--- src/rtl/usr_pkg.sv ---
// Shared definitions for the universal shift register: mode encodings and
// a helper that classifies modes which advance the shift counter.
package usr_pkg;

  localparam logic [2:0] MODE_HOLD  = 3'd0;
  localparam logic [2:0] MODE_SHR   = 3'd1;
  localparam logic [2:0] MODE_SHL   = 3'd2;
  localparam logic [2:0] MODE_LOAD  = 3'd3;
  localparam logic [2:0] MODE_ROR   = 3'd4;
  localparam logic [2:0] MODE_ROL   = 3'd5;
  localparam logic [2:0] MODE_CLEAR = 3'd6;
  localparam logic [2:0] MODE_RSVD  = 3'd7;

  function automatic logic is_shift(input logic [2:0] mode);
    return (mode == MODE_SHR) || (mode == MODE_SHL) ||
           (mode == MODE_ROR) || (mode == MODE_ROL);
  endfunction

endpackage

--- src/rtl/usr_cell.sv ---
// One register bit: next-value mux over the neighbour/serial/parallel sources
// plus a synchronous-reset flip-flop.
module usr_cell
  import usr_pkg::*;
(
  input  logic       clk,
  input  logic       rst,
  input  logic       en,
  input  logic [2:0] mode,
  input  logic       hi_shift,
  input  logic       hi_rot,
  input  logic       lo_shift,
  input  logic       lo_rot,
  input  logic       pdata,
  output logic       q
);

  logic d;

  always_comb begin
    d = q;
    if (en) begin
      case (mode)
        MODE_SHR:   d = hi_shift;
        MODE_SHL:   d = lo_shift;
        MODE_LOAD:  d = pdata;
        MODE_ROR:   d = hi_rot;
        MODE_ROL:   d = lo_rot;
        MODE_CLEAR: d = 1'b0;
        default:    d = q;
      endcase
    end
  end

  always_ff @(posedge clk) begin
    if (rst) q <= 1'b0;
    else     q <= d;
  end

endmodule

--- src/rtl/univ_shift_reg.sv ---
// Universal shift register: per-bit cells for the data path, with a
// saturating shift counter and a one-cycle frame-complete pulse.
module univ_shift_reg
  import usr_pkg::*;
#(
  parameter  int unsigned WIDTH = 8,
  localparam int unsigned CNT_W = $clog2(WIDTH + 1)
) (
  input  logic             clk,
  input  logic             rst_n,
  input  logic             en,
  input  logic [2:0]       mode,
  input  logic             sin_r,
  input  logic             sin_l,
  input  logic [WIDTH-1:0] pdata_in,
  output logic [WIDTH-1:0] q,
  output logic             sout_r,
  output logic             sout_l,
  output logic [CNT_W-1:0] shift_cnt,
  output logic             frame_done
);

  localparam logic [CNT_W-1:0] CNT_FULL = CNT_W'(WIDTH);

  logic [WIDTH-1:0] hi_shift, hi_rot, lo_shift, lo_rot;

  // Source bit each cell takes for every shift/rotate direction.
  assign hi_shift = {sin_r, q[WIDTH-1:1]};
  assign hi_rot   = {q[0], q[WIDTH-1:1]};
  assign lo_shift = {q[WIDTH-2:0], sin_l};
  assign lo_rot   = {q[WIDTH-2:0], q[WIDTH-1]};

  for (genvar i = 0; i < WIDTH; i++) begin : g_cell
    usr_cell u_cell (
      .clk      (clk),
      .rst      (rst_n),
      .en       (en),
      .mode     (mode),
      .hi_shift (hi_shift[i]),
      .hi_rot   (hi_rot[i]),
      .lo_shift (lo_shift[i]),
      .lo_rot   (lo_rot[i]),
      .pdata    (pdata_in[i]),
      .q        (q[i])
    );
  end

  assign sout_r = q[0];
  assign sout_l = q[WIDTH-1];

  logic [CNT_W-1:0] cnt_next;
  logic             done_next;

  always_comb begin
    cnt_next  = shift_cnt;
    done_next = 1'b0;
    if (en) begin
      if (mode == MODE_LOAD || mode == MODE_CLEAR) begin
        cnt_next = '0;
      end else if (is_shift(mode)) begin
        if (shift_cnt != CNT_FULL) cnt_next = shift_cnt + 1'b1;
        done_next = (shift_cnt == CNT_FULL - 1'b1);
      end
    end
  end

  // rst_n is active-high despite its name.
  always_ff @(posedge clk) begin
    if (rst_n) begin
      shift_cnt  <= '0;
      frame_done <= 1'b0;
    end else begin
      shift_cnt  <= cnt_next;
      frame_done <= done_next;
    end
  end

endmodule

--- config.mk ---
export PLATFORM = sky130hd
export DESIGN_NAME = univ_shift_reg
export DESIGN_NICKNAME = d
export VERILOG_FILES = /design/src/rtl/usr_pkg.sv /design/src/rtl/usr_cell.sv /design/src/rtl/univ_shift_reg.sv
export SDC_FILE = /design/constraint.sdc
export NUM_CORES = 1
export LEC_CHECK = 0
export ABC_AREA = 1
export CAP_MARGIN = 30
export CORE_ASPECT_RATIO = 1.25
export CORE_MARGIN = 5
export CORE_UTILIZATION = 46
export CTS_CLUSTER_DIAMETER = 60
export DETAILED_ROUTE_END_ITERATION = 8
export HOLD_SLACK_MARGIN = 0.06
export PLACE_DENSITY = 0.89
export RECOVER_POWER = 50
export SYNTH_ARGS = -nofsm -noshare
export SYNTH_HDL_FRONTEND = slang
export SYNTH_SLANG_ARGS = --single-unit
--- constraint.sdc ---
create_clock -name clk -period 1.5 [get_ports clk]
set_input_delay 0.3 -clock clk [delete_from_list [all_inputs] [get_ports clk]]
set_output_delay 0.3 -clock clk [all_outputs]
set_load 0.02 [all_outputs]
==> qor.txt <==
Area after DPL: 1340 µm²
Share of layout cells above drive strength 1: 16.7%
TritonRoute pass-1 iters: 4
Hold Crit Class: reg2reg
DR iter-0 viols: 27
# rows: 19
Clock-pin slew on the worst setup and hold paths: 0.08 ns
FMAX: 718 MHz
Peak supply drop: 0.000858 V
Minimum clock period after layout: 1.39 ns
Port bufs: 30
Die height: 62.5 µm
Via count of the first global-routing pass: 1006
Initial antenna violation count: 0
Worst hold stages: 2
Fin. Hold Viols: 0
Crit start category: input port
Post-Syn Area: 1010 µm²
Cell Pwr Density: 692 nW/µm²
Top FF cell, synth: dfxtp_1
CTS Buf Count: 3
WS Path Type: in2reg
Via/cell ratio: 4.87
Core box area: 2160 µm²
Global-route usage over all layers: 15.9%
# nets final: 205
Req. time, crit path: 1.68 ns
Total number of vias: 1057
Sequential-to-total area share from yosys stat: 25.6%
Synth async-reset ratio: 0%
Slew headroom: 80.2%
H-tree depth: 1
IO Pins: 31
CTS tree: built
Least-Margin Pin Slew: 0.297 ns
Endpoints failing setup: 0
Maximum fanout along the worst path: 10
Pins Over Slew Limit: 0
Yosys top cell by area: dfxtp_1
First-pass GRT wire length: 4.12 mm
Unrepaired setup endpoints after global routing: yes
Root buf cell: clkbuf_4
CTS sink count: 13
Outcome: finished clean
Drt wl/cell: 11.5 µm
Synth unique cells: 25
Max Root-Sink Buffers: 2
Max Clock Skew: 0.0103 ns
Synth Register Bits: 13
Total of max-cap violations: 0
Net Count, Synth: 172
Syn. warnings: 0
Fin worst setup slack: 0.108 ns
Largest cells by area after synthesis: dfxtp_1 (26%), nand2_1 (18%), inv_1 (8.1%), buf_4 (6.7%), a21oi_1 (4.4%)
CP endpoint kind: flip-flop
Synth top area share: 25.6%
Most frequent cells in the layout: nand2_1 (49), inv_1 (22), dlygate4sd2_1 (14)
Static Leak: 0.706 nW
GRT overflow: 0
Count of flip-flops with a built-in enable after synthesis: 0
Layout area overhead: 34.3%
Setup TNS: 0 ns
Place WS: -0.264 ns
Clock latency on the worst-skew pair: 0.28 ns
Commonest non-fill, non-tap cell in the layout: nand2_1
Synth Area per Inst: 6.59 µm²
Post CTS Setup Buffer Count: 0
Final Wtd Congestion: 0.900
R2R cell count: 8
Cells after synthesis: 154
Final worst path period share: 92.8%
Detailed placement HPWL: 1.86 mm
Final wirelength: 2.50 mm
# diodes: 0
Worst path arrival time: 1.57 ns
Final ANT Viol Nets: 0
DIE AREA: 3250 µm²
Final Cell Area: 1360 µm²
Largest net degree at the start of global routing: 11
Drt drc: 0
Initial Util: 46.9%
Die width: 52.0 µm
-- final timing paths --
check / from / endpoint / slack (ns)
max reg2reg: shift_cnt[0] / shift_cnt[1] / 0.20
min reg2reg: shift_cnt[3] / shift_cnt[3] / 0.55
min: shift_cnt[3] / shift_cnt[3] / 0.55
max: mode[0] / g_cell[5].u_cell.q / 0.11
-- cells in the mapped netlist, types with 2 or more instances --
master	count
nor2_1	7
nand3b_1	6
inv_1	22
nand4_1	6
nand2_2	3
a21oi_1	9
nand3_1	9
buf_4	9
ha_1	2
dfxtp_1	13
nand3_2	3
nand2_1	49
nand2_4	2
a21oi_2	3
-- flip-flops by register name (all words and copies together), names as in the netlist --
| register | cells |
|---|---|
| g_cell.u_cell.q | 8 |
| shift_cnt | 4 |
| frame_done | 1 |
-- critical path, stage by stage --
cell and delay, ns:
clkdlybuf4s50_1 0.47, buf_6 0.15, inv_1 0.09, nand3_1 0.12
nand2_4 0.10, nand2_1 0.07, nand2_1 0.05, nand3b_1 0.14
nand2_1 0.07, inv_1 0.04
-- per-stage QoR --
stage               util (%)  total power, W  instances  hold WS (ns)
CTS                     62.2        0.000936        217         0.558
global route            63.0         0.00100        217         0.578
floorplan                  -        0.000615        154         0.451
global placement        61.8        0.000726        213         0.542
detailed placement      61.8        0.000735        213         0.549
finish                  63.0        0.000943        217         0.553
-- final cells by class --
class / instances / area (µm²)
inverters: 25 / 101
repair buffers: 39 / 353
clock buffers: 4 / 26.3
fillers: 179 / 801
multi-input cells: 105 / 583
well taps: 31 / 38.8
flip-flops and latches: 13 / 260
-- metal layers --
metal	global-route usage [%]	vias up	share of wire [%]
li1	-	537	-
met1	19.6	476	43
met2	25.2	35	49
met3	4.77	9	5.7
met4	6.56	0	1.7
met5	0	-	0
-- timing repair --
| item | in CTS | in global routing |
|---|---|---|
| resized for setup | 14 | 7 |
| hold buffers | 0 | 0 |
| endpoints found under the setup margin | 14 | 10 |
| hold endpoints to repair | 0 | 0 |
-- power breakdown --
| part | switching, W | total (W) | internal [W] |
|---|---|---|---|
| registers | 0.0000258 | 0.000396 | 0.000370 |
| logic | 0.000183 | 0.000321 | 0.000138 |
| clock network | 0.000123 | 0.000226 | 0.000103 |
-- logic make-up after synthesis --
family	count (synthesis)	synth area share, %
and+or+nand+nor	87	41.9
DFF	13	25.6
adders and majority gates	2	2.47
xor gates and xnor gates	2	1.73
buffers and inverters	36	18.2
AOI/OAI and AO/OA	14	9.99
Power figures use the tool's default switching activity.
